## src/rtl/extrema_tracker.sv

```systemverilog
// Running max/min/count tracker that time-shares one external 8-bit comparator.
// Each non-first sample gets a max compare, then a min compare, each held SETTLE cycles.
module extrema_tracker #(
    parameter int unsigned WIDTH  = 8,
    parameter int unsigned SETTLE = 4,
    parameter int unsigned CNT_W  = 16
) (
    input  logic             clk,
    input  logic             rst_n,
    input  logic             in_valid,
    output logic             in_ready,
    input  logic [WIDTH-1:0] in_data,
    input  logic             clr,
    output logic [WIDTH-1:0] cmp_aa,
    output logic [WIDTH-1:0] cmp_bb,
    input  logic             cmp_ee,
    input  logic             cmp_gg,
    output logic [WIDTH-1:0] max_out,
    output logic [WIDTH-1:0] min_out,
    output logic [CNT_W-1:0] count_out,
    output logic             stats_valid,
    output logic             busy
);

    localparam int unsigned SET_W = (SETTLE > 1) ? $clog2(SETTLE) : 1;
    localparam logic [SET_W-1:0] SETTLE_LAST = SET_W'(SETTLE - 1);

    typedef enum logic [1:0] {
        IDLE    = 2'd0,
        CMP_MAX = 2'd1,
        CMP_MIN = 2'd2
    } state_t;

    state_t           state;
    logic [WIDTH-1:0] sample;
    logic [SET_W-1:0] settle_cnt;

    logic take_c;
    logic settle_done_c;
    logic above_c;
    logic below_c;

    assign take_c        = in_valid && in_ready;
    assign settle_done_c = (settle_cnt == SETTLE_LAST);
    // EE wins over GG, so the illegal EE&GG pair reads as "equal" and updates nothing
    assign above_c       = cmp_gg && !cmp_ee;
    assign below_c       = !cmp_gg && !cmp_ee;

    // Comparator results are only consulted on the final settle edge of a phase
    always_ff @(posedge clk or negedge rst_n) begin
        if (!rst_n) begin
            state       <= IDLE;
            in_ready    <= 1'b1;
            busy        <= 1'b0;
            cmp_aa      <= '0;
            cmp_bb      <= '0;
            max_out     <= '0;
            min_out     <= '1;
            count_out   <= '0;
            stats_valid <= 1'b0;
            sample      <= '0;
            settle_cnt  <= '0;
        end else if (clr) begin
            state       <= IDLE;
            in_ready    <= 1'b1;
            busy        <= 1'b0;
            max_out     <= '0;
            min_out     <= '1;
            count_out   <= '0;
            stats_valid <= 1'b0;
            settle_cnt  <= '0;
        end else begin
            case (state)
                IDLE: begin
                    if (take_c) begin
                        sample <= in_data;
                        if (!stats_valid) begin
                            max_out     <= in_data;
                            min_out     <= in_data;
                            count_out   <= CNT_W'(1);
                            stats_valid <= 1'b1;
                        end else begin
                            state      <= CMP_MAX;
                            cmp_aa     <= in_data;
                            cmp_bb     <= max_out;
                            settle_cnt <= '0;
                            in_ready   <= 1'b0;
                            busy       <= 1'b1;
                        end
                    end
                end
                CMP_MAX: begin
                    if (settle_done_c) begin
                        if (above_c) begin
                            max_out <= sample;
                        end
                        state      <= CMP_MIN;
                        cmp_bb     <= min_out;
                        settle_cnt <= '0;
                    end else begin
                        settle_cnt <= settle_cnt + SET_W'(1);
                    end
                end
                CMP_MIN: begin
                    if (settle_done_c) begin
                        if (below_c) begin
                            min_out <= sample;
                        end
                        if (count_out != '1) begin
                            count_out <= count_out + CNT_W'(1);
                        end
                        state      <= IDLE;
                        settle_cnt <= '0;
                        in_ready   <= 1'b1;
                        busy       <= 1'b0;
                    end else begin
                        settle_cnt <= settle_cnt + SET_W'(1);
                    end
                end
                default: begin
                    state      <= IDLE;
                    settle_cnt <= '0;
                    in_ready   <= 1'b1;
                    busy       <= 1'b0;
                end
            endcase
        end
    end

endmodule

```

## config.mk

```make
export PLATFORM = sky130hd
export DESIGN_NAME = extrema_tracker
export DESIGN_NICKNAME = d
export VERILOG_FILES = /design/src/rtl/extrema_tracker.sv
export SDC_FILE = /design/constraint.sdc
export NUM_CORES = 1
export LEC_CHECK = 0
export CORE_UTILIZATION = 55
export DETAILED_ROUTE_END_ITERATION = 6
export PLACE_DENSITY = 0.95
export SYNTH_ARGS = -nofsm -noshare
export SYNTH_HDL_FRONTEND = slang
export SYNTH_SLANG_ARGS = --single-unit
```

## constraint.sdc

```tcl
create_clock -name clk -period 5.7 [get_ports clk]
set_input_delay 1.425 -clock clk [delete_from_list [all_inputs] [get_ports clk]]
set_output_delay 1.425 -clock clk [all_outputs]
set_load 0.005 [all_outputs]
```

==> flow_summary.yaml, run 1 <==
placement:
  place_congestion: 0.865
  dp.cells: 439
  post-dp-hpwl_um: 5510
  port_buffers: 64
route:
  finalWirelength_um: 7940
  via_count: 2773
  drc: 0
  via_per_inst: 6.09
  final_antenna_net_count: 0
  wl_per_cell_um: 17.4
  dr.pass1.iters: 4
  drtIter0Drc: 242
synthesis:
  yosysWarnings: 0
  synth_area_per_cell_um2: 10.8
  ys_types: 57
  synth_top_flop_cell: "dfrtp_1"
  synthesis.area_um2: 3390
  synth_edf_count: 0
  synth_area_leaders: "dfrtp_1, dfstp_2, mux2i_1, mux2_4, mux2_2"
  netlist_instances: 313
  synth.top_cell.area_share_pct: 39.9
  yosysTopAreaCell: "dfrtp_1"
  syn_nets: 333
  async_flop_share_pct: 100
  ys_seq_area_share_pct: 46.9
  ys_seq_elements: 63
floorplan:
  chipHeight_um: 80.5
  num_rows: 28
  die_area_um2: 6480
  pin_count: 65
  fp.coreArea_um2: 5920
  start_util_pct: 57.2
  die-width_um: 80.5
global_route:
  grt_pass1_vias: 2614
  grt_overflow: 0
  grt_max_degree: 64
  grtUsageTotal_pct: 26.3
  grt_pass1_wl_um: 12900
  antenna_found_initial: 0
cts:
  cts.hold.buffers_added: 0
  cts_resized: 0
  cts_buffer_depth: 2
  postCtsSetupRepairBufs: 0
  cts_max_level: 3
  clk_pin_slew_ns: 0.07
  clkSinkCount: 63
  clock_latency_ns: 0.34
  cts_buffers: 9
  cts_root_buf: "clkbuf_8"
  cts_tree: "done"
timing:
  rsz0062_at_grt: "false"
  slew_headroom_pct: 21.9
  finalCriticalPeriod_ns: 3.71
  fmax_mhz: 269
  skew_ns: 0.00896
  drv_slew: 0
  tns_ns: 0
  tightest_slew_ns: 1.17
  setup_viol: 0
  hold_viol_final: 0
  finalCritPeriodShare_pct: 65.2
worst_setup_path:
  rrSetupSlack_ns: 2.85
  required_ns: 5.97
  slowest_stage: "clkdlybuf4s50_1"
  r2r-start: "state[0]$_DFFE_PN0P_"
  crit_path_end_kind: "register"
  path_buf_inv: 1
  max_stage_delay_ns: 0.99
  path_max_fanout: 28
  crit_chain: "clkdlybuf4s50_1 -> nor2b_1 -> nand4_2 -> or3_1 -> o21ai_1"
  r2r_cells: 6
  critPathTopFamily: "simple AND/OR/NAND/NOR gates"
  worstPathArrival_ns: 3.98
  cp-start-kind: "input pin"
  path_class: "in -> reg"
  timing.rr.end: "count_out[13]$_DFFE_PN0P_"
power_and_ir_drop:
  peakVddDrop_uv: 272
  power_density_nw_per_um2: 481
  leakage_nw: 1.73
cells_and_area:
  diodes: 0
  area_delta_synth_final_pct: 24.9
  final_util_pct: 71.5
  drive_above_1_share_pct: 18.7
  final_net_count: 395
  fillers: 412
  final_cells: 455
hold_path:
  min_path_cells: 2
  hp-class: "reg -> reg"
  holdPathEnd: "min_out[5]$_DFFE_PN1P_"
  min_from: "min_out[5]$_DFFE_PN1P_"
outcome:
  status: "complete, no violations"
run:
  drv_cap: 0
## report_power, final
group	internal (mW)	switching, mW
clock	0.193	0.182
sequential	0.635	0.141
combinational	0.469	0.415
## stage by stage
stage / setup slack [ns] / total power, mW / area (um^2) / hold slack, ns
after floorplan: 3.15 / 1.29 / 3390 / 0.461
after global placement: 1.78 / 1.61 / 4040 / 0.463
after detailed placement: 1.69 / 1.66 / 4040 / 0.471
after CTS: 2.02 / 2.04 / 4230 / 0.481
after global routing: 1.78 / 2.16 / 4230 / 0.492
final: 1.99 / 2.04 / 4230 / 0.481
## logic make-up (layout without fill, tap and decap cells)
| logic type | after synthesis | in the layout | synth area share, % |
|---|---|---|---|
| buf+inv | 22 | 89 | 3.44 |
| simple gates | 102 | 102 | 18.2 |
| flops | 63 | 63 | 46.9 |
| mux | 36 | 36 | 12.2 |
| fa+ha+maj | 6 | 6 | 2.22 |
| compound gates | 84 | 84 | 17.1 |
## how the worst max path moves through the flow
stage / startpoint / cells after the start / endpoint
2_1_floorplan: clr / 6 / cmp_aa[0]$_DFFE_PN0P_
3_3_place_gp: clr / 5 / count_out[5]$_DFFE_PN0P_
3_5_place_dp: clr / 5 / count_out[13]$_DFFE_PN0P_
4_1_cts: clr / 5 / count_out[13]$_DFFE_PN0P_
5_1_grt: clr / 5 / count_out[13]$_DFFE_PN0P_
6_report: clr / 5 / count_out[13]$_DFFE_PN0P_
## state kept, by name (all words and copies together) (netlist names), 2 cells and up
name / count
state: 2
min_out: 8
settle_cnt: 2
cmp_aa: 8
sample: 8
cmp_bb: 8
count_out: 16
max_out: 8
## tightest hold or removal path, delay by kind of cell, from the launching register on
kind | cells | cell delay [ns]
AO/OA/AOI/OAI | 1 | 0.04
AND/OR/NAND/NOR | 1 | 0.05
flip-flops | 1 | 0.38
## final cells by class
| type | instances | area (um^2) | area share [%] |
|---|---|---|---|
| Clock buffer | 12 | 165 | 3.90 |
| Inverter | 8 | 30.0 | 0.710 |
| Multi-Input combinational cell | 228 | 1680 | 39.8 |
| Sequential cell | 63 | 1590 | 37.5 |
| Clock inverter | 4 | 28.8 | 0.680 |
| Timing Repair Buffer | 65 | 643 | 15.2 |
| Tap cell | 75 | 93.8 | 2.22 |
## synthesized netlist by cell type (3+ instances only)
master and count:
nand2_1 25, o21ai_1 11, mux2_4 8, dfstp_2 9, a21oi_2 3, a211oi_1 8
nor2_1 15, buf_2 6, mux2i_1 19, nand4_1 8, inv_1 7, nand2_2 3
and3_1 4, o21ai_0 11, clkbuf_1 3, or3_1 3, mux2_2 9, dfrtp_1 54
ha_1 6, a31oi_1 5, nor2b_1 11, o21ai_2 4, and4_1 3, o31ai_1 12
buf_6 3, a21oi_1 16, nand3_1 10
## layout by cell type (no fill, tap or decap), drive strengths merged, types with 12 or more instances in the layout
cell type,instances
a21oi,19
clkbuf,12
clkdlybuf4s50,63
dfrtp,54
mux2,17
mux2i,19
nand2,30
nand3,12
nor2,16
nor2b,12
o21ai,26
o31ai,12
## metal layers
layer  track usage, %  vias to the layer above  routed length [um]  share of wire, %
met5                0                        -                   0                 0
met3             4.77                       11                 371               4.7
met2             43.0                       88                3940                50
met1             34.6                     1394                3500                44
met4             9.64                        0                 122               1.5
li1                 -                     1280                   -                 -
(Power assumes the default switching activity.)
==> run 2, diff against run 1 <==
CORE_UTILIZATION = 52   (was 55)
PLACE_DENSITY = 0.91   (was 0.95)
clock period = 3.66 ns   (was 5.7 ns; I/O delays follow)
==> run 2 against run 1 <==
Net effect: worst hold slack improved by 0.0042 ns; design area increased by 0.33%; register-to-register slack got worse by 1.6 ns; combinational power increased by 56%; power increased by 55%.
==> flow_summary.yaml, run 2 (synthesis results as in run 1) <==
floorplan:
  die-width_um: 82.7
  pin_count: 65
  fp.coreArea_um2: 6310
  die_area_um2: 6840
  num_rows: 29
  start_util_pct: 53.6
  chipHeight_um: 82.7
worst_setup_path:
  required_ns: 3.89
  worstPathArrival_ns: 2.77
  path_max_fanout: 14
  max_stage_delay_ns: 0.65
  path_class: "in -> reg"
  cp-start-kind: "input pin"
  crit_path_end_kind: "register"
  crit_chain: "clkdlybuf4s50_1 -> nor2b_4 -> nand2_4 -> o21ai_2 -> mux2i_1 -> a311oi_1"
  slowest_stage: "clkdlybuf4s50_1"
timing:
  hold_viol_final: 0
  final.setup.worst_slack_ns: 1.13
  setup_viol: 0
  fmax_mhz: 395
  slew_headroom_pct: 30.0
  worst_hold_slack_ns: 0.485
  finalCritPeriodShare_pct: 69.2
  tns_ns: 0
  rsz0062_at_grt: "false"
  skew_ns: 0.00949
  drv_slew: 0
  tightest_slew_ns: 1.05
  finalCriticalPeriod_ns: 2.53
route:
  dr.pass1.iters: 4
  finalWirelength_um: 7960
  via_per_inst: 5.97
  drc: 0
  wl_per_cell_um: 17.3
  via_count: 2752
  drtIter0Drc: 321
  final_antenna_net_count: 0
hold_path:
  hp-class: "reg -> reg"
run:
  drv_cap: 0
power_and_ir_drop:
  leakage_nw: 1.74
  power_density_nw_per_um2: 742
  peakVddDrop_uv: 477
global_route:
  grt_max_degree: 49
  grt_pass1_vias: 2500
  grt_overflow: 0
  antenna_found_initial: 0
  grt_pass1_wl_um: 12400
  grtUsageTotal_pct: 24.4
cts:
  cts_buffer_depth: 2
  postCtsSetupRepairBufs: 0
  cts_resized: 0
  cts_tree: "done"
  cts_root_buf: "clkbuf_8"
  clkSinkCount: 63
  clock_latency_ns: 0.35
  clk_pin_slew_ns: 0.07
  cts_max_level: 3
  cts.hold.buffers_added: 0
  cts_buffers: 9
cells_and_area:
  seqCellArea_um2: 1590
  multi_input_area_um2: 1680
  diodes: 0
  area_delta_synth_final_pct: 25.3
  design_area_um2: 4250
  final_cells: 461
  regMostFlops: "count_out"
  layout_commonest_cell: "clkdlybuf4s50_1"
  largest_reg_flops: 16
  final_net_count: 399
  fillers: 475
  drive_above_1_share_pct: 19.3
  layout_common_cells: "clkdlybuf4s50_1, dfrtp_1, nand2_1"
outcome:
  status: "complete, no violations"
placement:
  post-dp-hpwl_um: 5580
  port_buffers: 64
  dp.cells: 445
  preCtsSetupSlack_ns: 0.853
  place_congestion: 0.865
  placed_area_um2: 4070
==> run 2: cell types whose count changed in the layout (fill, tap and decap cells not counted), sizes merged <==
cell	change
buf	+4
clkbuf	-1
inv	+1
==> run 2: worst paths after layout <==
check | depth (start not counted) | endpoint | slack (ns) | start
min | 2 | min_out[4]$_DFFE_PN1P_ | 0.49 | min_out[4]$_DFFE_PN1P_
max | 6 | count_out[0]$_DFFE_PN0P_ | 1.13 | clr
max in group asynchronous | 2 | cmp_aa[1]$_DFFE_PN0P_ | 2.09 | rst_n
max reg2reg | 8 | count_out[0]$_DFFE_PN0P_ | 1.25 | state[0]$_DFFE_PN0P_
min reg2reg | 2 | min_out[4]$_DFFE_PN1P_ | 0.49 | min_out[4]$_DFFE_PN1P_
min in group asynchronous | 1 | count_out[12]$_DFFE_PN0P_ | 0.75 | rst_n
==> run 2: metal layers <==
layer / wire [um] / up-vias / global-route usage [%]
met5: 0 / - / 0
met4: 100 / 0 / 8.28
met3: 373 / 9 / 5.49
met2: 3970 / 77 / 38.3
met1: 3510 / 1375 / 33.3
li1: - / 1291 / -
==> run 2: layout make-up <==
type / instances / area share [%]
well taps: 77 / 2.27
repair buffers: 69 / 15.9
clock buffers: 11 / 3.33
flip-flops and latches: 63 / 37.4
clock inverters: 5 / 0.796
multi-input cells: 228 / 39.6
inverters: 8 / 0.707
==> run 2: stage by stage <==
step,util (%),power [mW]
2_1_floorplan,-,2.00
3_3_place_gp,64.5,2.52
3_5_place_dp,64.5,2.58
4_1_cts,67.2,3.15
5_1_grt,67.2,3.33
6_report,67.2,3.15
==> run 2: critical path, delay by kind of cell <==
kind                   cells  cell delay [ns]
AO/OA/AOI/OAI              2             0.55
buffers and inverters      1             0.65
multiplexers               1             0.19
AND/OR/NAND/NOR            2             0.45
==> run 2: power breakdown <==
group | total [mW] | switching, mW | internal (mW)
Sequential | 1.22 | 0.227 | 0.989
Clock | 0.555 | 0.291 | 0.264
Combinational | 1.38 | 0.643 | 0.736
